===== src/rtl/keypad_pkg.sv =====
// Shared types for the 4x4 keypad scan controller: scan FSM states, scan-result
// classes, the key code type and the row-drive helpers.
package keypad_pkg;
  typedef enum logic [1:0] {DRIVE, SAMPLE, EVAL} scan_state_e;
  typedef enum logic [1:0] {RES_NONE, RES_KEY, RES_MULTI} scan_res_e;
  typedef logic [3:0] key_code_t;

  localparam logic [3:0] ROW_RESET = 4'b1110;

  function automatic logic [3:0] row_drive(input logic [1:0] row);
    return ~(4'b0001 << row);
  endfunction
endpackage


===== src/rtl/keypad_scan_ctrl_if.sv =====
// Consumer-side bundle of the keypad controller: event handshake, hold status
// and sticky overflow with its clear.
interface keypad_scan_ctrl_if;
  import keypad_pkg::*;

  key_code_t key_code;
  logic      key_valid;
  logic      key_ack;
  logic      key_held;
  logic      ovf_clr;
  logic      overflow;

  modport master (output key_code, key_valid, key_held, overflow,
                  input  key_ack, ovf_clr);
  modport slave  (input  key_code, key_valid, key_held, overflow,
                  output key_ack, ovf_clr);
endinterface


===== src/rtl/key_event_fifo.sv =====
// Synchronous event FIFO; a pop on empty is ignored and a push on full lands
// only if a pop happens in the same cycle, otherwise drop_o flags the loss.
module key_event_fifo #(
  parameter int DEPTH = 4,
  parameter int WIDTH = 4
) (
  input  logic             clk,
  input  logic             rst_n,
  input  logic             push_i,
  input  logic             pop_i,
  input  logic [WIDTH-1:0] din_i,
  output logic [WIDTH-1:0] dout_o,
  output logic             full_o,
  output logic             empty_o,
  output logic             drop_o
);
  localparam int AW = $clog2(DEPTH);

  logic [WIDTH-1:0] mem_q [DEPTH];
  logic [AW-1:0]    wr_q, rd_q;
  logic [AW:0]      cnt_q;
  logic             pop_ok, push_ok;

  assign empty_o = (cnt_q == '0);
  assign full_o  = (cnt_q == (AW+1)'(DEPTH));
  assign pop_ok  = pop_i & ~empty_o;
  assign push_ok = push_i & (~full_o | pop_ok);
  assign drop_o  = push_i & ~push_ok;
  assign dout_o  = mem_q[rd_q];

  always_ff @(posedge clk or negedge rst_n) begin
    if (!rst_n) begin
      wr_q  <= '0;
      rd_q  <= '0;
      cnt_q <= '0;
    end else begin
      if (push_ok) wr_q <= wr_q + AW'(1);
      if (pop_ok)  rd_q <= rd_q + AW'(1);
      case ({push_ok, pop_ok})
        2'b10:   cnt_q <= cnt_q + (AW+1)'(1);
        2'b01:   cnt_q <= cnt_q - (AW+1)'(1);
        default: ;
      endcase
    end
  end

  always_ff @(posedge clk) begin
    if (push_ok) mem_q[wr_q] <= din_i;
  end
endmodule


===== src/rtl/keypad_scan_ctrl.sv =====
// 4x4 active-low keypad scanner with whole-matrix debounce and an event FIFO.
// Define KEYPAD_REPEAT_EN to enable auto-repeat while a key stays held.
module keypad_scan_ctrl
  import keypad_pkg::*;
#(
  parameter int DWELL_CYC      = 1000,
  parameter int DEBOUNCE_SCANS = 4,
  parameter int FIFO_DEPTH     = 4,
  parameter int REPEAT_DELAY   = 32,
  parameter int REPEAT_RATE    = 8
) (
  input  logic                       clk,
  input  logic                       rst_n,
  input  logic [3:0]                 swc,
  output logic [3:0]                 swr,
  keypad_scan_ctrl_if.master         kp
);
  localparam int DW  = $clog2(DWELL_CYC + 1);
  localparam int DBW = $clog2(DEBOUNCE_SCANS + 1);

  if (DWELL_CYC < 1 || DEBOUNCE_SCANS < 1 || REPEAT_DELAY < 1 || REPEAT_RATE < 1 ||
      FIFO_DEPTH < 2 || (FIFO_DEPTH & (FIFO_DEPTH - 1)) != 0) begin : g_bad_params
    $error("keypad_scan_ctrl: invalid parameter set");
  end

  scan_state_e    state_q;
  logic [1:0]     row_q;
  logic [DW-1:0]  dwell_q;
  logic [3:0]     swr_q;
  logic [15:0]    cap_q;
  scan_res_e      prev_cls_q, stab_cls_q;
  key_code_t      prev_code_q, stab_code_q;
  logic [DBW-1:0] db_cnt_q, db_cnt_d;
  logic           ovf_q;

  logic [4:0]     n_low;
  scan_res_e      res_cls;
  key_code_t      res_code, push_code;
  logic           same, accept, push, rep_fire;
  logic           fifo_empty, fifo_full, fifo_drop;
  key_code_t      fifo_dout;

  // cap_q bit index equals the key code {row, col}, so a lone low bit names the key
  always_comb begin
    n_low    = '0;
    res_code = '0;
    for (int i = 0; i < 16; i++) begin
      if (!cap_q[i]) begin
        n_low    = n_low + 5'd1;
        res_code = 4'(i);
      end
    end
    res_cls = (n_low == 5'd0) ? RES_NONE : ((n_low == 5'd1) ? RES_KEY : RES_MULTI);

    same = (res_cls == prev_cls_q) && (res_cls != RES_KEY || res_code == prev_code_q);
    if (res_cls == RES_MULTI)                      db_cnt_d = '0;
    else if (same && db_cnt_q != DBW'(DEBOUNCE_SCANS)) db_cnt_d = db_cnt_q + DBW'(1);
    else if (same)                                 db_cnt_d = db_cnt_q;
    else                                           db_cnt_d = DBW'(1);

    accept = (res_cls != RES_MULTI) && (db_cnt_d == DBW'(DEBOUNCE_SCANS)) &&
             !((res_cls == stab_cls_q) && (res_cls == RES_NONE || res_code == stab_code_q));

    push      = (state_q == EVAL) && ((accept && res_cls == RES_KEY) || rep_fire);
    push_code = accept ? res_code : stab_code_q;
  end

`ifdef KEYPAD_REPEAT_EN
  localparam int REP_MAX = (REPEAT_DELAY > REPEAT_RATE) ? REPEAT_DELAY : REPEAT_RATE;
  localparam int RPW     = $clog2(REP_MAX + 1);

  logic [RPW-1:0] rep_cnt_q, rep_inc;
  logic           rep_first_q;

  assign rep_inc  = rep_cnt_q + RPW'(1);
  assign rep_fire = (state_q == EVAL) && (stab_cls_q == RES_KEY) && !accept &&
                    (rep_inc == (rep_first_q ? RPW'(REPEAT_DELAY) : RPW'(REPEAT_RATE)));

  always_ff @(posedge clk or negedge rst_n) begin
    if (!rst_n) begin
      rep_cnt_q   <= '0;
      rep_first_q <= 1'b1;
    end else if (state_q == EVAL) begin
      if (accept || stab_cls_q != RES_KEY) begin
        rep_cnt_q   <= '0;
        rep_first_q <= 1'b1;
      end else if (rep_fire) begin
        rep_cnt_q   <= '0;
        rep_first_q <= 1'b0;
      end else begin
        rep_cnt_q   <= rep_inc;
      end
    end
  end
`else
  assign rep_fire = 1'b0;
`endif

  always_ff @(posedge clk or negedge rst_n) begin
    if (!rst_n) begin
      state_q     <= DRIVE;
      row_q       <= '0;
      dwell_q     <= '0;
      swr_q       <= ROW_RESET;
      cap_q       <= '1;
      prev_cls_q  <= RES_NONE;
      prev_code_q <= '0;
      stab_cls_q  <= RES_NONE;
      stab_code_q <= '0;
      db_cnt_q    <= '0;
    end else begin
      case (state_q)
        DRIVE: begin
          if (dwell_q == DW'(DWELL_CYC - 1)) begin
            dwell_q <= '0;
            state_q <= SAMPLE;
          end else begin
            dwell_q <= dwell_q + DW'(1);
          end
        end
        SAMPLE: begin
          cap_q[{row_q, 2'b00} +: 4] <= swc;
          if (row_q == 2'd3) begin
            state_q <= EVAL;
          end else begin
            row_q   <= row_q + 2'd1;
            swr_q   <= row_drive(row_q + 2'd1);
            state_q <= DRIVE;
          end
        end
        EVAL: begin
          prev_cls_q  <= res_cls;
          prev_code_q <= res_code;
          db_cnt_q    <= db_cnt_d;
          if (accept) begin
            stab_cls_q  <= res_cls;
            stab_code_q <= res_code;
          end
          row_q   <= '0;
          swr_q   <= ROW_RESET;
          state_q <= DRIVE;
        end
        default: state_q <= DRIVE;
      endcase
    end
  end

  key_event_fifo #(.DEPTH(FIFO_DEPTH), .WIDTH(4)) u_fifo (
    .clk     (clk),
    .rst_n   (rst_n),
    .push_i  (push),
    .pop_i   (kp.key_ack),
    .din_i   (push_code),
    .dout_o  (fifo_dout),
    .full_o  (fifo_full),
    .empty_o (fifo_empty),
    .drop_o  (fifo_drop)
  );

  // a drop in the same cycle as a clear keeps the flag set
  always_ff @(posedge clk or negedge rst_n) begin
    if (!rst_n) ovf_q <= 1'b0;
    else        ovf_q <= fifo_drop | (ovf_q & ~kp.ovf_clr);
  end

  assign swr          = swr_q;
  assign kp.key_valid = ~fifo_empty;
  assign kp.key_code  = fifo_empty ? '0 : fifo_dout;
  assign kp.key_held  = (stab_cls_q == RES_KEY);
  assign kp.overflow  = ovf_q;
endmodule

===== src/flat_wrapper.sv =====
// flat-port wrapper written by rule: the top's interface ports become plain ports
module keypad_scan_ctrl_flat import keypad_pkg::*;
#(
  parameter int DWELL_CYC      = 1000,
  parameter int DEBOUNCE_SCANS = 4,
  parameter int FIFO_DEPTH     = 4,
  parameter int REPEAT_DELAY   = 32,
  parameter int REPEAT_RATE    = 8
)
  (clk, rst_n, swc, swr, kp_key_code, kp_key_valid, kp_key_held, kp_overflow, kp_key_ack, kp_ovf_clr);
  keypad_scan_ctrl_if kp_i ();
  input  logic clk;
  input  logic rst_n;
  input  logic [3:0] swc;
  output logic [3:0] swr;
  output wire logic [$bits(kp_i.key_code)-1:0] kp_key_code;
  output wire logic [$bits(kp_i.key_valid)-1:0] kp_key_valid;
  output wire logic [$bits(kp_i.key_held)-1:0] kp_key_held;
  output wire logic [$bits(kp_i.overflow)-1:0] kp_overflow;
  input wire logic [$bits(kp_i.key_ack)-1:0] kp_key_ack;
  input wire logic [$bits(kp_i.ovf_clr)-1:0] kp_ovf_clr;
  assign kp_key_code = kp_i.key_code;
  assign kp_key_valid = kp_i.key_valid;
  assign kp_key_held = kp_i.key_held;
  assign kp_overflow = kp_i.overflow;
  assign kp_i.key_ack = kp_key_ack;
  assign kp_i.ovf_clr = kp_ovf_clr;
  keypad_scan_ctrl #(.DWELL_CYC(DWELL_CYC), .DEBOUNCE_SCANS(DEBOUNCE_SCANS), .FIFO_DEPTH(FIFO_DEPTH), .REPEAT_DELAY(REPEAT_DELAY), .REPEAT_RATE(REPEAT_RATE)) u_core (.clk(clk), .rst_n(rst_n), .swc(swc), .swr(swr), .kp(kp_i));
endmodule

===== config.mk =====
export PLATFORM = sky130hd
export DESIGN_NAME = keypad_scan_ctrl_flat
export DESIGN_NICKNAME = d
export VERILOG_FILES = /design/src/rtl/keypad_pkg.sv /design/src/rtl/keypad_scan_ctrl_if.sv /design/src/rtl/key_event_fifo.sv /design/src/rtl/keypad_scan_ctrl.sv /design/src/flat_wrapper.sv
export SDC_FILE = /design/constraint.sdc
export NUM_CORES = 1
export LEC_CHECK = 0
export BUFFER_PORTS_ARGS = -buffer_cell sky130_fd_sc_hd__buf_2
export CORE_AREA = 2 2 128 130
export DETAILED_ROUTE_END_ITERATION = 6
export DIE_AREA = 0 0 130 132
export PLACE_DENSITY = 0.48
export SYNTH_ARGS = -nofsm -noshare
export SYNTH_HDL_FRONTEND = slang
export SYNTH_SLANG_ARGS = --single-unit
export TNS_END_PERCENT = 1

===== constraint.sdc =====
create_clock -name clk -period 14.8 [get_ports clk]
set_input_delay 2.96 -clock clk [delete_from_list [all_inputs] [get_ports clk]]
set_output_delay 2.96 -clock clk [all_outputs]
set_load 0.05 [all_outputs]

# == Yosys cells after proc, flatten, opt, wreduce, memory -nomap -nowiden ==
# Memory sizes are Yosys's and may differ from the RTL's.
# Cells that the tools add are included.
# classes
n_bitwise,11
shifts,3
n_addsub,23
n_reduce_logical,18
n_eq_ne,21
muxes,50
# op_table
operator,count
5-bit 2-to-1 mux,15
5-bit by 1-bit adder with 5-bit output (second input constant),14
4-bit 2-to-1 mux,17
16-bit bitwise mux,1
4-bit by 6-bit variable shift with 16-bit output (first input constant),1
4-bit by 6-bit variable part select with 16-bit output,1
10-bit by 1-bit adder with 10-bit output (second input constant),1
10-bit == test (second input constant),1
10-bit 2-to-1 mux,1
2-bit 2-to-1 mux,5
3-bit 2-to-1 mux,3
2-bit by 1-bit == test with 1-bit output (second input constant),4
2-bit == test (second input constant),4
4-bit == test,2
2-bit case mux with 2 select lines,2
4-bit case mux with 2 select lines,1
1-bit logical AND,7
2-bit by 1-bit adder with 2-bit output (second input constant),3
3-bit by 1-bit adder with 3-bit output (second input constant),2
3-bit == test (second input constant),2
4-bit negator with 6-bit output,1
3-bit case mux with 2 select lines,1
5-bit by 1-bit == test with 1-bit output (second input constant),1
5-bit zero test,1
18 further kinds,35
# word_totals
output_inout_bits,11
register_bits,57
ram_bits,16
n_memories,1
# mem_list
name,words,word_bits,rd,rd_clocked_by_memory_dff,wr,line_no,source
u_core.u_fifo.mem_q,4,4,1,0,1,key_event_fifo.sv:19,logic [WIDTH-1:0] mem_q [DEPTH];

# == Longest topological paths before layout ==
# depth
depth_word,49
mapped_depth,58
mapped_depth_nobuf,58

# == By module ==
# A second synthesis with hierarchy kept.
# hier_totals
cells_unflattened,554
area_unflattened_um2,5441.5
# by_module_without_submodules
mod,area_each_um2,n_inst,cells_each
keypad_scan_ctrl,4321.6,1,482
key_event_fifo,1119.8,1,72

# == Least setup slack after synthesis ==
# OpenSTA, ideal clock, no wires.
# synth_path
kind,register -> register
from,reg u_core.cap_q[0]
to,reg u_core.u_fifo.cnt_q[1]
arrival_ns,10.357
period_less_slack_ns,10.462
slack_ns,4.338
path_buffers,0
path_stages_with_launch,59
cell_sequence,dfstp_2 -> inv_1 -> ha_1 -> nand2b_1 -> and2_1 -> ha_1 -> nor2b_1 -> a21o_1 -> ha_1 -> nor2b_1 -> a21o_1 -> ha_1 -> nor2b_1 -> a41oi_1 -> nand2_1 -> ha_1 -> nor2_1 -> a31oi_1 -> [... 23 more ...] -> nand2_1 -> o21ai_0 -> o21a_1 -> ha_1 -> nand2b_1 -> nand2_1 -> ha_1 -> nor3_1 -> a31oi_1 -> o32ai_1 -> nand2b_1 -> nor3b_2 -> nand4_1 -> nor2b_1 -> fa_1 -> or2_2 -> mux2i_1 -> nor4b_1
# synth_via
elab_chain_cells,48
word_cells_on_any_way,61
classes_between,add/sub: 15; eq/ne: 10; mux: 22; bitwise: 1; reduce/logical: 13
# synth_lines
element,line_no,source
start: declaration,keypad_scan_ctrl.sv:30,logic [15:0] cap_q;
start signal: indexed assignment,keypad_scan_ctrl.sv:122,"cap_q[{row_q, 2'b00} +: 4] <= swc;"
1-bit 2-to-1 mux *,keypad_scan_ctrl.sv:48,if (!cap_q[i]) begin
1-bit by 1-bit adder with 2-bit output,keypad_scan_ctrl.sv:49,n_low = n_low + 5'd1;
5-bit 2-to-1 mux *,keypad_scan_ctrl.sv:48,
5-bit by 1-bit adder with 5-bit output,keypad_scan_ctrl.sv:49,
5-bit 2-to-1 mux *,keypad_scan_ctrl.sv:48,
5-bit by 1-bit adder with 5-bit output,keypad_scan_ctrl.sv:49,
5-bit 2-to-1 mux *,keypad_scan_ctrl.sv:48,
5-bit by 1-bit adder with 5-bit output,keypad_scan_ctrl.sv:49,
[... 30 more ...],n/a,
3-bit 2-to-1 mux,keypad_scan_ctrl.sv:57,else if (same && db_cnt_q != DBW'(DEBOUNCE_SCANS)) db_cnt_d = db_cnt_q + DBW'(1);
3-bit 2-to-1 mux,keypad_scan_ctrl.sv:56,if (res_cls == RES_MULTI) db_cnt_d = '0;
3-bit == test,keypad_scan_ctrl.sv:61,accept = (res_cls != RES_MULTI) && (db_cnt_d == DBW'(DEBOUNCE_SCANS)) &&
1-bit logical AND (2 in series),keypad_scan_ctrl.sv:61,
1-bit logical AND * (2 in series),keypad_scan_ctrl.sv:64,push = (state_q == EVAL) && ((accept && res_cls == RES_KEY) || rep_fire);
1-bit AND *,key_event_fifo.sv:27,assign push_ok = push_i & (~full_o | pop_ok);
2-bit by 1-bit == test with 1-bit output or 2-bit == test (tied branches),key_event_fifo.sv:39,"case ({push_ok, pop_ok})"
3-bit case mux with 2 select lines or 2-bit nonzero test (tied branches),n/a,
end signal: assignment,key_event_fifo.sv:40,2'b10: cnt_q <= cnt_q + (AW+1)'(1);
end signal: assignment,key_event_fifo.sv:41,2'b01: cnt_q <= cnt_q - (AW+1)'(1);
end: declaration,key_event_fifo.sv:21,logic [AW:0] cnt_q;
# Every way passes the cells marked *; elsewhere a longest branch is shown, timed or not.
# A chain may end at the register's enable or synchronous reset.

# == Worst setup path in the final report ==
# Same ends and word-level chain as after synthesis.

==> reports/results.txt <==
For the post-detailed-placement half-perimeter wirelength, the log shows 8770 µm. Setup repair after global routing left no endpoint under its margin. Counting along the longest clock path gives a buffer depth of 2.

The first global-routing pass estimated 19600 µm of wire. The count of cells resized by post-cts repair was 0; the number of max-cap violations was 0. In this run the static leakage power is 2.49 nW. The via count is 4094, and the number of buffer and inverter instances along the worst setup path is 4. The post-synthesis simple-gate area fraction was 19.3%; the area share of the largest cell type after synthesis was 17.6%. The worst setup skew after layout was 0.00548 ns; the share of flip-flops with an asynchronous set or reset after synthesis was 78.1%.

The minimum clock period after layout was 11.74 ns; the area of the multi-input gates was 3270 µm². Synthesized netlist cell count: 562. The worst setup path is captured at a flop.

Of the total synthesized cell area, the portion taken by full adders, half adders and majority gates is 6.85%. In the post-synthesis netlist, the cell with the most instances is sky130_fd_sc_hd__nand2_1. The number of buffers added by the clock tree synthesis step was 9. The area used by sequential logic in the layout was 1930 µm²; the post-synthesis share of cell area spent on xor and xnor gates was 12.5%. The final hold violation count was 0; the total chip power was 0.440 mW. The net count after synthesis was 599. The flow ran to the end, and the final reports show no timing, DRC or antenna violations. Of the available clock period, the critical path in the final layout requires 79.3%. For this design the top-level I/O count stands at 19.

The layout has 1572 filler cells. The biggest area contributor in the post-synthesis netlist is sky130_fd_sc_hd__dfrtp_1. The total number of placement rows was 46; the total number of yosys warnings was 0. The initial antenna violation count is 0, and the sum of overflow across all layers after global routing is 0. Type of the worst setup path: flop to flop.

Compared with the post-synthesis result, the final layout area differs by 11.2%. The repair_antennas step left the layout with diodes totalling 0. The number of pins with negative max-slew slack in the final report is 0. The worst hold-check path type is flop to flop. After the flow finishes, the layout carries non-filler instances totaling 792.

By area the synthesized netlist is led by sky130_fd_sc_hd__dfrtp_1 18%, sky130_fd_sc_hd__dfstp_2 9.2%, sky130_fd_sc_hd__edfxtp_1 8.9%, sky130_fd_sc_hd__xnor2_1 6.6%, sky130_fd_sc_hd__ha_1 6.5%. The first TritonRoute pass finished after 6 iterations. TritonCTS built the clock tree. Summing the areas of all compound-gate instances in the mapped netlist gives 16.4% of the synthesized area. The root buffer cell was sky130_fd_sc_hd__clkbuf_16. After the last flow step, the layout net total stands at 608. Summing the sequential cell areas from Yosys gives 35.7% of the chip area. CTS built an H-tree with a depth of 3. Clock latency on the worst-skew pair, taken at its later pin, is 0.33 ns. The remaining routing DRC violations was 0; the unique cell type count in the Yosys netlist was 73.

At the worst endpoint, the arrival time is 11.95 ns. The worst-case headroom to the max-slew limit was 50.9%; the horizontal die dimension was 130 µm. Prevailing post-synth register cell: sky130_fd_sc_hd__dfrtp_1. The count of nets left with antenna violations once routing finished came out at 0. The worst-case IR drop observed on VDD is 0.0514 mV.

Adding up every negative setup slack in the final design gives 0 ns. Cells with a size suffix above 1 make up 13.2% of the layout. Family of cells with the greatest summed delay on the critical path: adder cells. By area, the combinational part of the netlist is dominated by simple AND/OR/NAND/NOR gates. The total clock sinks was 73; the synthesized cell area was 5410 µm². In this run the worst path has a maximum fanout of 7. The mux share of post-synthesis cell area is 5.42%.

In this design, the stage delay of the slowest critical-path cell is 0.55 ns. Counting tap cells, the placed design contains a total of 776 instances. For this block, the routed nets add up to 11400 µm of wire. Entering global routing, the biggest net connects 58 pins. Routability-driven placement finished with a final weighted congestion of 0.797. By count the netlist is led by 54 x sky130_fd_sc_hd__nand2_1, 41 x sky130_fd_sc_hd__xnor2_1, 38 x sky130_fd_sc_hd__dfrtp_1. Clock-pin slew was measured on the worst setup and hold paths at 0.06 ns. The transition time of the tightest slew-check pin works out to 0.729 ns. The number of hold buffers added after CTS is 0. The count of flip-flops with a built-in enable after synthesis works out to 16.

The largest individual stage delay along the critical path comes from the cell sky130_fd_sc_hd__dfstp_2. The chip height works out to 132 µm. Averaged over all synthesized cells, the footprint is 9.62 µm². The die covers 17200 µm². Synthesis inferred 73 register bits. Setup violations remaining at the end of the flow were counted as 0.

For this configuration, the core starts out at a cell density of 34.4%. Dividing the detail-routed via count by the number of cells gives 5.17. The required time at the worst-slack endpoint was 15.00 ns; the achievable clock frequency was 85.2 MHz. Total power per unit cell area: 73.1 nW/µm². For the aggregate global-route resource usage, the log shows 13.9%. After floorplanning, the core was sized to cover 15700 µm². Dividing the detail-routed wire length by the instance count gives 14.4 µm. After the first detailed-routing iteration, the DRC count stood at 179. In this run the post-CTS setup repair buffer count came out at 0. The number of global-route vias before repair is 4043.

The kind of start point of the critical path was a flop. Port buffering added 18 buffers. In this design, the critical path's most frequently occurring cell is sky130_fd_sc_hd__ha_1.
[through the flow]
stage | worst slack [ns] | hold WS, ns | instance area [µm²] | util, %
after global routing | 2.03 | 0.526 | 6010 | 38.3
after floorplan | 4.34 | 0.467 | 5410 | -
final | 3.06 | 0.498 | 6010 | 38.3
after global placement | 3.71 | 0.484 | 5690 | 36.2
after CTS | 3.07 | 0.504 | 6010 | 38.3
after detailed placement | 3.16 | 0.491 | 5690 | 36.2
[layout make-up]
cell class                 instances  area share [%]
sequential                        73            32.1
clock inverter                     1           0.499
multi-input combinational        437            54.5
inverter                          30            1.87
clock buffer                      15            4.81
tap                              216            4.50
timing repair buffer              20            1.75
[worst paths after layout]
kind / start / end / slack (ns) / cells past startpoint
max: u_core.cap_q[0] / u_core.u_fifo.cnt_q[1] / 3.06 / 58
max in group asynchronous: rst_n / u_core.stab_code_q[0] / 11.52 / 2
min reg2reg: u_core.prev_code_q[3] / u_core.prev_code_q[3] / 0.50 / 2
max reg2reg: u_core.cap_q[0] / u_core.u_fifo.cnt_q[1] / 3.06 / 58
min: u_core.prev_code_q[3] / u_core.prev_code_q[3] / 0.50 / 2
min in group asynchronous: rst_n / u_core.dwell_q[5] / 2.76 / 2
[power by group]
group	total, mW	switching (mW)	internal (mW)	leakage, nW
combinational	0.00558	0.00435	0.00122	1.44
clock	0.229	0.0786	0.150	0.155
sequential	0.205	0.00000000000000000281	0.205	0.888
[cells by family (layout without fill, tap and decap cells)]
group	count (synthesis)	in the layout
and+or+nand+nor	194	194
buffers and inverters	52	66
xor gates and xnor gates	62	62
DFF	73	73
adders and majority gates	29	29
AOI/OAI and AO/OA	129	129
muxes	23	23
[routing by layer]
| metal | global-route usage (%) | routed length (µm) |
|---|---|---|
| met1 | 19.3 | 5660 |
| met2 | 22.5 | 5420 |
| met3 | 2.84 | 272 |
| met4 | 2.63 | 72 |
| met5 | 0 | 0 |
[placed cells by master (no fill, tap or decap), drive strengths merged, types with 16 or more instances in the layout]
cell type,Yosys,final
buf,6,20
nor2,36,36
ha,28,28
edfxtp,16,16
nor2b,17,17
o21ai,35,35
dfstp,19,19
xnor2,43,43
a22o,18,18
nand2,54,54
inv,30,30
dfrtp,38,38
[worst min-delay path, cell delays in order, from the launching register on]
cell and delay [ns]:
sky130_fd_sc_hd__dfrtp_1 0.35, sky130_fd_sc_hd__nand2_1 0.05, sky130_fd_sc_hd__o21ai_0 0.06
[registers in the layout, summed over array words and instances, names as in the netlist]
name	flops
u_core.cap_q	16
u_core.u_fifo.mem_q	16
u_core.dwell_q	10
u_core.prev_code_q	4
u_core.stab_code_q	4
u_core.swr	4
u_core.db_cnt_q	3
u_core.u_fifo.cnt_q	3
u_core.prev_cls_q	2
u_core.row_q	2
u_core.stab_cls_q	2
u_core.state_q	2
u_core.u_fifo.rd_q	2
u_core.u_fifo.wr_q	2
u_core.kp.overflow	1
Power figures use the tool's default switching activity.
